**config.mk**
```make
export PLATFORM = sky130hd
export DESIGN_NAME = mfm_sector_sched
export DESIGN_NICKNAME = d
export VERILOG_FILES = /design/src/rtl/mfm_sector_sched.sv
export SDC_FILE = /design/constraint.sdc
export NUM_CORES = 1
export LEC_CHECK = 0
export BUFFER_PORTS_ARGS = -buffer_cell sky130_fd_sc_hd__buf_2
export CAP_MARGIN = 20
export CORE_UTILIZATION = 40
export CTS_CLUSTER_SIZE = 28
export DETAILED_ROUTE_END_ITERATION = 8
export MAX_ROUTING_LAYER = met4
export SYNTH_ARGS = -nofsm -noshare
export SYNTH_HDL_FRONTEND = slang
export SYNTH_SLANG_ARGS = --single-unit
```
**constraint.sdc**
```tcl
create_clock -name clk50 -period 7.2 [get_ports clk50]
set_input_delay 1.44 -clock clk50 [delete_from_list [all_inputs] [get_ports clk50]]
set_output_delay 1.44 -clock clk50 [all_outputs]
set_load 0.005 [all_outputs]
```
**src/rtl/mfm_sector_sched.sv**
```systemverilog
// rtl/mfm_sector_sched.sv - MFM drive spindle/sector timing generator with sector-request scheduler
// Outputs are registered from next-state values so they reflect pos in the same cycle.
module mfm_sector_sched #(
  parameter int REV_CYCLES    = 833_335,
  parameter int INDEX_CYCLES  = 10_000,
  parameter int GAP0_CYCLES   = 1_000,
  parameter int SECTOR_CYCLES = 48_960,
  parameter int SECTORS       = 17,
  parameter int SPINUP_REVS   = 3
) (
  input  logic       clk50,
  input  logic       reset_l,
  input  logic       enable,
  output logic       index_l,
  output logic       ready_l,
  output logic [4:0] sector,
  output logic       sector_active,
  output logic       sector_start,
  input  logic       req_valid,
  input  logic [4:0] req_sector,
  output logic       req_ready,
  output logic       ack,
  output logic       err
);

  localparam logic [1:0] ST_STOP   = 2'd0;
  localparam logic [1:0] ST_SPINUP = 2'd1;
  localparam logic [1:0] ST_RUN    = 2'd2;

  localparam logic [19:0] POS_LAST  = 20'(REV_CYCLES - 1);
  localparam logic [19:0] INDEX_END = 20'(INDEX_CYCLES);
  localparam logic [19:0] GAP0_POS  = 20'(GAP0_CYCLES);
  localparam logic [19:0] CNT_LAST  = 20'(SECTOR_CYCLES - 1);
  localparam logic [4:0]  SEC_LAST  = 5'(SECTORS - 1);
  localparam logic [5:0]  SEC_COUNT = 6'(SECTORS);
  localparam logic [7:0]  REV_LAST  = 8'(SPINUP_REVS - 1);

  logic [1:0]  state_q, state_d;
  logic [19:0] pos_q, pos_d;
  logic [7:0]  rev_q, rev_d;
  logic [19:0] cnt_q, cnt_d;
  logic [4:0]  sec_q, sec_d;
  logic        active_q, active_d;
  logic        start_q, start_d;
  logic        index_l_q, index_l_d;
  logic        ready_l_q, ready_l_d;
  logic        req_ready_q, req_ready_d;
  logic        pending_q, pending_d;
  logic [4:0]  tgt_q, tgt_d;
  logic        ack_q, ack_d;
  logic        err_q, err_d;

  logic running_d;
  logic accept;
  logic sec_ok;

  always_comb begin
    state_d = state_q;
    rev_d   = rev_q;
    case (state_q)
      ST_STOP: begin
        rev_d = 8'd0;
        if (enable) state_d = ST_SPINUP;
      end
      ST_SPINUP: begin
        if (!enable) begin
          state_d = ST_STOP;
        end else if (pos_q == POS_LAST) begin
          if (rev_q == REV_LAST) state_d = ST_RUN;
          else                   rev_d = rev_q + 8'd1;
        end
      end
      ST_RUN: begin
        if (!enable) state_d = ST_STOP;
      end
      default: state_d = ST_STOP;
    endcase

    running_d = (state_d != ST_STOP);

    if (!running_d || state_q == ST_STOP) pos_d = 20'd0;
    else if (pos_q == POS_LAST)           pos_d = 20'd0;
    else                                  pos_d = pos_q + 20'd1;

    // Windows are contiguous: each sector starts when the previous one's in-sector count expires.
    active_d = active_q;
    sec_d    = sec_q;
    cnt_d    = cnt_q;
    start_d  = 1'b0;
    if (!running_d) begin
      active_d = 1'b0;
      sec_d    = 5'd0;
      cnt_d    = 20'd0;
    end else if (pos_d == GAP0_POS) begin
      active_d = 1'b1;
      sec_d    = 5'd0;
      cnt_d    = 20'd0;
      start_d  = 1'b1;
    end else if (pos_d == 20'd0) begin
      active_d = 1'b0;
    end else if (active_q) begin
      if (cnt_q == CNT_LAST) begin
        cnt_d = 20'd0;
        if (sec_q == SEC_LAST) begin
          active_d = 1'b0;
        end else begin
          sec_d   = sec_q + 5'd1;
          start_d = 1'b1;
        end
      end else begin
        cnt_d = cnt_q + 20'd1;
      end
    end

    accept    = req_valid && req_ready_q;
    sec_ok    = ({1'b0, req_sector} < SEC_COUNT);
    pending_d = pending_q;
    tgt_d     = tgt_q;
    ack_d     = 1'b0;
    err_d     = 1'b0;
    if (accept) begin
      if (sec_ok) begin
        pending_d = 1'b1;
        tgt_d     = req_sector;
      end else begin
        err_d = 1'b1;
      end
    end
    // A start already visible during the accept cycle was computed earlier, so it is naturally missed.
    if (start_d && pending_d && sec_d == tgt_d) begin
      ack_d     = 1'b1;
      pending_d = 1'b0;
    end
    if (state_d != ST_RUN) begin
      pending_d = 1'b0;
      ack_d     = 1'b0;
      err_d     = 1'b0;
    end

    req_ready_d = (state_d == ST_RUN) && !pending_d && !ack_d;
    index_l_d   = !(running_d && pos_d < INDEX_END);
    ready_l_d   = (state_d != ST_RUN);
  end

  always_ff @(posedge clk50) begin
    if (!reset_l) begin
      state_q     <= ST_STOP;
      pos_q       <= 20'd0;
      rev_q       <= 8'd0;
      cnt_q       <= 20'd0;
      sec_q       <= 5'd0;
      active_q    <= 1'b0;
      start_q     <= 1'b0;
      index_l_q   <= 1'b1;
      ready_l_q   <= 1'b1;
      req_ready_q <= 1'b0;
      pending_q   <= 1'b0;
      tgt_q       <= 5'd0;
      ack_q       <= 1'b0;
      err_q       <= 1'b0;
    end else begin
      state_q     <= state_d;
      pos_q       <= pos_d;
      rev_q       <= rev_d;
      cnt_q       <= cnt_d;
      sec_q       <= sec_d;
      active_q    <= active_d;
      start_q     <= start_d;
      index_l_q   <= index_l_d;
      ready_l_q   <= ready_l_d;
      req_ready_q <= req_ready_d;
      pending_q   <= pending_d;
      tgt_q       <= tgt_d;
      ack_q       <= ack_d;
      err_q       <= err_d;
    end
  end

  assign index_l       = index_l_q;
  assign ready_l       = ready_l_q;
  assign sector        = sec_q;
  assign sector_active = active_q;
  assign sector_start  = start_q;
  assign req_ready     = req_ready_q;
  assign ack           = ack_q;
  assign err           = err_q;

endmodule

```
==> Word level (Yosys, flattened, before mapping) <==
Index checks and enable logic that the tools add are counted.
{ "classes": {"reduce_logical": 20, "eq_ne": 13, "addsub": 4, "order_cmp": 2, "n_bitwise": 4, "muxes": 38} }
{ "op_table": {"columns": ["operator", "n"], "rows": [
  ["$mux W20", 3],
  ["$add A20 B1 Y20 const B", 2],
  ["$mux W5", 8],
  ["$mux W8", 3],
  ["$eq A20 B10 Y1 const B", 1],
  ["$eq A20 B16 Y1 const B", 1],
  ["$eq A20 B20 Y1 const B", 1],
  ["$logic_not A20 Y1", 1],
  ["$lt A20 B14 Y1 const B", 1],
  ["$mux W1", 17],
  ["$pmux W8 S2", 1],
  ["$mux W2", 5],
  ["$add A8 B1 Y8 const B", 1],
  ["$eq A8 B2 Y1 const B", 1],
  ["$ne A2 B2 Y1 const B", 4],
  ["$logic_and A1 B1 Y1", 6],
  ["$pmux W2 S3", 1],
  ["$reduce_or A3 Y1", 2],
  ["$add A5 B1 Y5 const B", 1],
  ["$eq A5 B5 Y1", 1],
  ["$eq A5 B5 Y1 const B", 1],
  ["$lt A5 B5 Y1 const B", 1],
  ["$eq A2 B2 Y1 const B", 2],
  ["$logic_not A1 Y1", 4],
  ["7 further kinds", 12]
]} }
{ "totals": {"reg_bits": 68, "elab_cells": 95, "input_bits": 9, "output_inout_bits": 12} }

==> Logic depth before layout (Yosys ltp) <==
Gate-level depths: netlist of the first run.
{ "depth": {"depth_word": 20, "ltp_mapped": 13, "mapped_depth_nobuf": 12} }

==> Least setup slack after synthesis of the first run <==
Ideal clock, no wire load.
{ "synth_path": {"path_kind": "input-to-reg", "start": "input port req_sector[0]", "end": "register ack_q (netlist: ack)", "arrival_ns": 3.288, "n_path_buf": 0, "setup_ns": 0.060, "cell_stages": 6, "path_slack_ns": 3.852, "path_cell_list": "or4_1 > a21oi_1 > mux2_2 > xnor2_1 > nor3_1 > and3_1"} }
{ "synth_via": {"elab_chain_len": 7, "elab_cells_between_ends": 10, "classes_between": "order compare: 1; eq/ne: 1; mux: 6; reduce/logical: 2"} }
{ "synth_rtl": {"columns": ["element", "line_no", "source"], "rows": [
  ["start: declaration", "20", "input logic [4:0] req_sector,"],
  ["$lt A5 B5 Y1", "116", "sec_ok = ({1'b0, req_sector} < SEC_COUNT);"],
  ["$mux W5 / $mux W1 (equally long branches)", "122", "if (sec_ok) begin"],
  ["$mux W5 / $mux W1 (equally long branches)", "121", "if (accept) begin"],
  ["$eq A5 B5 Y1 / $logic_and A1 B1 Y1 (equally long branches)", "130", "if (start_d && pending_d && sec_d == tgt_d) begin"],
  ["$logic_and A1 B1 Y1 (*)", "130", null],
  ["$mux W1 (*)", "130", null],
  ["$mux W1 (*)", "134", "if (state_d != ST_RUN) begin"],
  ["end signal: assignment", "174", "ack_q <= ack_d;"],
  ["end: declaration", "50", "logic ack_q, ack_d;"]
]} }
Every way passes the cells marked *; elsewhere a longest branch is shown, timed or not.
A chain may end at the register's enable or synchronous reset.

==> Final worst setup path of the first run <==
{ "layout_path": {"start": "register pos_q[0]", "end": "register cnt_q[5]"} }
{ "layout_via": {"elab_chain_len": 11, "elab_cells_between_ends": 16, "classes_between": "add/sub: 1; eq/ne: 2; mux: 5; bitwise: 2; reduce/logical: 6"} }
{ "layout_rtl": {"columns": ["element", "line_no", "source"], "rows": [
  ["start: declaration", "39", "logic [19:0] pos_q, pos_d;"],
  ["start signal: assignment", "163", "pos_q <= pos_d;"],
  ["$eq A20 B20 Y1", "68, 82", null],
  ["$mux W2", "68", "end else if (pos_q == POS_LAST) begin"],
  ["$mux W2", "66", "if (!enable) begin"],
  ["$pmux W2 S3", "60", "case (state_q)"],
  ["$reduce_bool A2 Y1", "79", "running_d = (state_d != ST_STOP);"],
  ["$logic_not A1 Y1", null, null],
  ["$logic_or A1 B1 Y1", "81", "if (!running_d || state_q == ST_STOP) pos_d = 20'd0;"],
  ["$mux W20", "81", null],
  ["$logic_not A20 Y1", "99", "end else if (pos_d == 20'd0) begin"],
  ["$not A1 Y1 (no line)", null, null],
  ["$reduce_and A2 Y1 (no line)", null, null],
  ["end signal: assignment", "165", "cnt_q <= cnt_d;"],
  ["end: declaration", "41", "logic [19:0] cnt_q, cnt_d;"]
]} }
Parallel ways exist; a longest one is shown, timed or not.

==> impl_metrics.csv, run 1 <==
group,metric,value,unit
clocking,clk_pin_slew,80,ps
clocking,clkLatencyLatePin,340,ps
setup_path,cp_data_required_time,7390,ps
sta,slew_headroom,49.51,%
clocking,clock-sinks,68,
synth,yosys_most_used_dff,"dfxtp_1",
setup_path,reg2reg_from,"pos_q[0]",
place,place_ws,3368,ps
route,drc_errors,1,
power,seq_power_share,53.0,%
power,static-leakage-power,0.001369,uW
power,comb_power_share,2.1,%
finish,area_delta_synth_final,8.809,%
setup_path,worstPathCellList,"ha_1 > nand4_1 > nor4_2 > nand3_1 > a2111o_1 > or2_2 > or3_1 > nand3_1 > nor2_1",
sta,setup_violations,0,
clocking,cts-buffers-inserted,9,
floorplan,ios,21,
sta,fin_crit,3870,ps
sta,tightest_slew,751.6,ps
clocking,cts_root_buffer,"clkbuf_8",
power,power.density,176.6,nW/um2
setup_path,r2r_end,"cnt_q[5]",
sta,fin_skew,17.53,ps
setup_path,endpoint_kind,"register",
clocking,cts_buffer_depth,2,
setup_path,critPathTopFamily,"simple AND/OR/NAND/NOR gates",
route,first_iter_violations,134,
min_path,hold_end,"req_ready",
setup_path,crit_path_top_delay_cell,"nand3_1",
synth,ys_seq_elements,68,
setup_path,critPathLaunchType,"register",
global_route,grt_pass1_wl,13.87,mm
synth,syn_inst,438,
global_route,grt_max_degree,20,
route,ant_nets,0,
run,max-cap-violations,0,
sta,period_share,53.75,%
power,p_sw_share,22.82,%
setup_path,critPathArrivalTime,4060,ps
min_path,min_path_type,"reg -> reg",
synth,syn_area_per_cell,8.464,um2
clocking,cts_hold_buf,0,
power,intPower,549.8,uW
floorplan,die_height,98.27,um
setup_path,crit_fanout,19,
setup_path,cp_num_buf_inv,0,
setup_path,r2r_slack,3330,ps
global_route,antenna_found_initial,0,
global_route,grt_pass1_vias,2925,
sta,drv_slew,0,
global_route,grt-ovfl-total,0,
route,dr.pass1.iters,9,
synth,async_reset_ff_share,0,%
setup_path,cp_common_cell,"nand3_1",
route,routedWlPerCell,14.18,um
synth,synth-edff-count,0,
setup_path,worst_r2r_path_depth,9,
clocking,cts_tree,"yes",
status,violations,"DRC",
global_route,grt_util_all_layers,18.16,%
synth,syn_nets,454,
sta,rsz0062_at_grt,"false",
synth,syn-cell-area,3707,um2
clocking,cts_max_level,3,
setup_path,crit_type,"reg -> reg",
place,numPortBuffers,20,
finish,antenna_cells,0,
place,place_congestion,0.8583,
route,viasPerCell,5.457,
status,status,"finished with violations",
synth,yosysUniqueCellTypes,63,
floorplan,std_cell_rows,34,
sta,fmax,258.4,MHz
route,wl,7.967,mm
floorplan,die-area,9657,um2
clocking,ctsResizeCount,0,
place,place_hpwl,5.721,mm
synth,ys_warn_count,0,
route,vias,3067,
synth,ys_seq_area_share,36.72,%
power,clkPwrFrac,45.0,%
sta,fin_ws,3330,ps
sta,hold_viol,0,
sta,tns,0,ps
floorplan,initial_core_util,41.90,%
setup_path,max_stage_delay,590,ps
min_path,min_from,"pending_q",
power,power_switching,162.5,uW
finish,drive_above_1_share,11.67,%
finish,fin_nets,465,
min_path,min_delay_path_depth,1,
floorplan,die_x,98.27,um
clocking,cts_setup_buffers,0,
floorplan,coreArea,8848,um2
power,peakVddDrop,0.08885,mV
-- flip-flops by register name (all words and copies together) (netlist names), 2 cells and up --
signal,cells
cnt_q,20
pos_q,20
sector,5
tgt_q,5
rev_q,8
state_q,2
-- stage by stage --
step                std cells  power [uW]  area [um2]  util [%]  hold WS (ps)
floorplan                 438       395.2        3707         -         413.7
global placement          546       400.9        3832     43.31         438.5
detailed placement        546       401.0        3832     43.31         440.2
CTS                       562       723.7        4034     45.59         461.5
global route              562       744.4        4034     45.59         490.5
finish                    562       712.3        4034     45.59         465.4
-- cell usage in the layout (no fill, tap or decap), types with 10 or more instances in the layout --
cell / count
nand3_1: 29
nor3_1: 15
buf_2: 20
nor2_1: 62
nand4_1: 13
nand2_1: 34
o21ai_0: 12
xnor2_1: 24
dfxtp_1: 68
a21oi_1: 13
clkbuf_8: 10
xor2_1: 27
-- cells by family (layout without fill, tap and decap cells) --
kind of cell / Yosys count / count (layout) / share of synthesized area (%)
buffers and inverters: 29 / 45 / 3.881
flip-flops: 68 / 68 / 36.72
multiplexers: 5 / 5 / 1.384
adder cells (fa/ha/maj): 7 / 7 / 2.362
AND/OR/NAND/NOR: 227 / 227 / 34.39
XOR/XNOR: 51 / 51 / 12.05
AO/OA/AOI/OAI: 51 / 51 / 9.214
-- how the worst max path moves through the flow --
stage,slack [ps],start,end,cells past startpoint
global route,2950,pos_q[0],cnt_q[5],9
finish,3330,pos_q[0],cnt_q[5],9
detailed placement,3370,pos_q[0],cnt_q[5],9
CTS,3340,pos_q[0],cnt_q[5],9
floorplan,3850,req_sector[0],ack,6
global placement,3510,req_sector[0],ack,7
-- layer usage --
metal / up-vias / global-route usage (%) / routed length, um
li1: 1574 / - / -
met1: 1421 / 23.49 / 3994
met2: 58 / 27.25 / 3609
met3: 14 / 3.865 / 217
met4: 0 / 8.037 / 146
met5: - / - / 0
-- power groups by stage --
stage | combinational (uW) | clock, uW | sequential, uW
finish | 14.8 | 320 | 377
global route | 16.6 | 350 | 377
CTS | 15.0 | 331 | 377
detailed placement | 14.8 | 0 | 386
global placement | 14.8 | 0 | 386
floorplan | 9.21 | 0 | 386
-- worst reg2reg max path, stage by stage, from the launching register on --
cell,delay (ps)
dfxtp_1,460
ha_1,440
nand4_1,300
nor4_2,440
nand3_1,140
a2111o_1,440
or2_2,320
or3_1,460
nand3_1,590
nor2_1,140
-- layout make-up --
type	instances	area, um2
multi-input cells	341	2202
fillers	878	4815
clock buffers	10	137.6
flip-flops and latches	68	1361
well taps	108	135.1
repair buffers	20	100.1
clock inverters	6	63.81
inverters	9	33.78
-- synth_stat cells, types with 4 or more instances --
library cell	number	area [um2]
buf_2	4	20.02
clkbuf_1	9	33.78
or4_1	5	37.54
xnor2_1	24	210.2
a21oi_1	13	65.06
buf_4	4	30.03
o21ai_0	12	60.06
and3_1	8	50.05
nor3_1	15	75.07
ha_1	7	87.58
and2_1	8	50.05
inv_1	9	33.78
nor3b_1	4	30.03
or3_1	7	43.79
xor2_1	27	236.5
mux2i_1	4	40.04
nor4b_1	4	35.03
nand2_1	34	127.6
nand3_1	29	145.1
nor4_1	9	56.30
nand4_1	13	81.33
nor2_1	62	232.7
and4_1	5	43.79
dfxtp_1	68	1361
No activity file was read; power rests on OpenSTA's default activity.
==> inputs of run 2 (changes only) <==
- clock period: 7.2 -> 3.2 ns (I/O delays scaled with it)
==> impl_metrics.csv, run 2 (same netlist as run 1, synthesis figures left out) <==
group,metric,value,unit
status,status,"finished with violations",
status,violations,"DRC",
sta,fin_crit,3082,ps
min_path,min_delay_path_depth,1,
setup_path,crit_path_top_delay_cell,"or4b_4",
finish,fillers,855,
sta,setup_violations,0,
place,place_hpwl,6.188,mm
global_route,grt_max_degree,20,
sta,slew_headroom,58.87,%
finish,final_common_cell,"nor2_1",
finish,fin_nets,506,
setup_path,worstPathCellList,"ha_4 > nand4_1 > nor4_2 > buf_4 > or3_4 > a2111o_1 > buf_4 > or4b_4 > nand4_1 > a21oi_1 > xnor2_1 > nor3_2 > and3_1",
clocking,clk_pin_slew,80,ps
sta,hold_viol,0,
route,ant_nets,0,
setup_path,max_stage_delay,500,ps
route,wl,8.542,mm
clocking,clkLatencyLatePin,350,ps
setup_path,r2r_end,"ack",
floorplan,die_height,98.27,um
clocking,cts_buffer_depth,2,
sta,fmax,324.5,MHz
route,first_iter_violations,152,
sta,rsz0062_at_grt,"true",
finish,final_cell_mix,"nor2_1, dfxtp_1, buf_4",
min_path,min_path_type,"reg -> reg",
sta,tightest_slew,615.4,ps
sta,fin_skew,12.98,ps
finish,antenna_cells,0,
setup_path,crit_fanout,5,
clocking,clock-sinks,68,
setup_path,cp_data_required_time,3490,ps
clocking,cts_tree,"yes",
sta,drv_slew,0,
global_route,grt-ovfl-total,0,
route,dr.pass1.iters,8,
finish,drive_above_1_share,22.22,%
place,place_congestion,0.8814,
min_path,hold_end,"req_ready",
global_route,grt_util_all_layers,19.46,%
setup_path,worst_r2r_path_depth,13,
setup_path,r2r_slack,120,ps
power,peakVddDrop,0.2042,mV
route,viasPerCell,5.459,
setup_path,reg2reg_from,"pos_q[0]",
setup_path,endpoint_kind,"register",
route,drc_errors,2,
floorplan,ios,21,
finish,fin_area,4402,um2
floorplan,initial_core_util,41.90,%
floorplan,std_cell_rows,34,
run,max-cap-violations,0,
clocking,cts_root_buffer,"clkbuf_8",
global_route,grt_pass1_vias,3262,
power,p_total,1547,uW
setup_path,crit_type,"reg -> reg",
power,power.density,351.4,nW/um2
setup_path,critPathLaunchType,"register",
floorplan,die-area,9657,um2
route,routedWlPerCell,14.17,um
place,place_area,4095,um2
finish,top_regs,"cnt_q (20), pos_q (20), rev_q (8)",
global_route,antenna_found_initial,0,
floorplan,die_x,98.27,um
finish,area_delta_synth_final,18.73,%
place,numPortBuffers,20,
power,static-leakage-power,0.001581,uW
floorplan,coreArea,8848,um2
sta,period_share,96.30,%
clocking,cts_max_level,3,
route,vias,3292,
clocking,cts-buffers-inserted,9,
setup_path,critPathArrivalTime,3370,ps
min_path,min_from,"pending_q",
global_route,grt_pass1_wl,14.90,mm
-- run 2: cell count changes in the layout (fill, tap and decap cells not counted), moves of 2 or more --
cell and change:
dfxtp_2 +8, dfxtp_1 -8, o21ai_0 -2, clkinv_2 -2
buf_4 +39
-- run 2: worst max path at each step --
stage	startpoint	end	slack, ps	cells after the start
after detailed placement	pos_q[0]	ack	-60	12
after CTS	pos_q[0]	ack	30	13
final	pos_q[0]	ack	120	13
after global routing	pos_q[1]	ack	-60	13
after floorplan	pos_q[0]	cnt_q[10]	70	11
after global placement	pos_q[0]	ack	40	12
-- run 2: layout make-up --
class / count / area, um2 / area share, %
Inverter: 9 / 33.78 / 0.7675
Clock buffer: 10 / 137.6 / 3.127
Multi-Input combinational cell: 342 / 2271 / 51.59
Sequential cell: 68 / 1371 / 31.15
Timing Repair Buffer: 60 / 404.1 / 9.181
Clock inverter: 6 / 48.80 / 1.109
Tap cell: 108 / 135.1 / 3.070
-- run 2: worst max-delay path, delay by kind of cell, from the launching register on --
| kind | cells | cell delay (ps) |
|---|---|---|
| AO/OA/AOI/OAI | 2 | 560 |
| XOR/XNOR | 1 | 140 |
| adder cells (fa/ha/maj) | 1 | 170 |
| buffers and inverters | 2 | 310 |
| flip-flops | 1 | 340 |
| AND/OR/NAND/NOR | 7 | 1510 |
-- run 2: per-stage QoR --
| stage | TNS, ps | setup WS [ps] | cells | hold WS (ps) | utilization (%) |
|---|---|---|---|---|---|
| 3_5_place_dp | -74.67 | -61.42 | 581 | 441.3 | 46.28 |
| 3_3_place_gp | 0 | 37.40 | 581 | 441.3 | 46.28 |
| 5_1_grt | -64.56 | -56.99 | 603 | 477.5 | 49.75 |
| 6_report | 0 | 118.4 | 603 | 445.7 | 49.75 |
| 2_1_floorplan | 0 | 69.92 | 438 | 413.7 | - |
| 4_1_cts | 0 | 25.39 | 599 | 447.3 | 48.87 |
-- run 2: timing repair --
action	CTS	global route
setup endpoints to repair	2	21
pin swaps	4	8
hold buffers	0	0
gates resized for setup	5	18
gates cloned	1	0
setup buffers	1	4
-- run 2: layer usage --
layer  track usage [%]  part of all wire, %  vias up
met3             3.436                  3.5       16
li1                  -                    -     1663
met1             24.75                   48     1536
met4             7.577                  1.8        0
met5                 -                    0        -
met2             30.72                   46       77
-- run 2: report_power, final --
| part | leakage, uW | internal, uW | switching [uW] |
|---|---|---|---|
| clock | 0.0000851 | 307 | 351 |
| sequential | 0.000552 | 847 | 1.60 |
| combinational | 0.000944 | 14.8 | 25.3 |
| total | 0.00158 | 1170 | 378 |
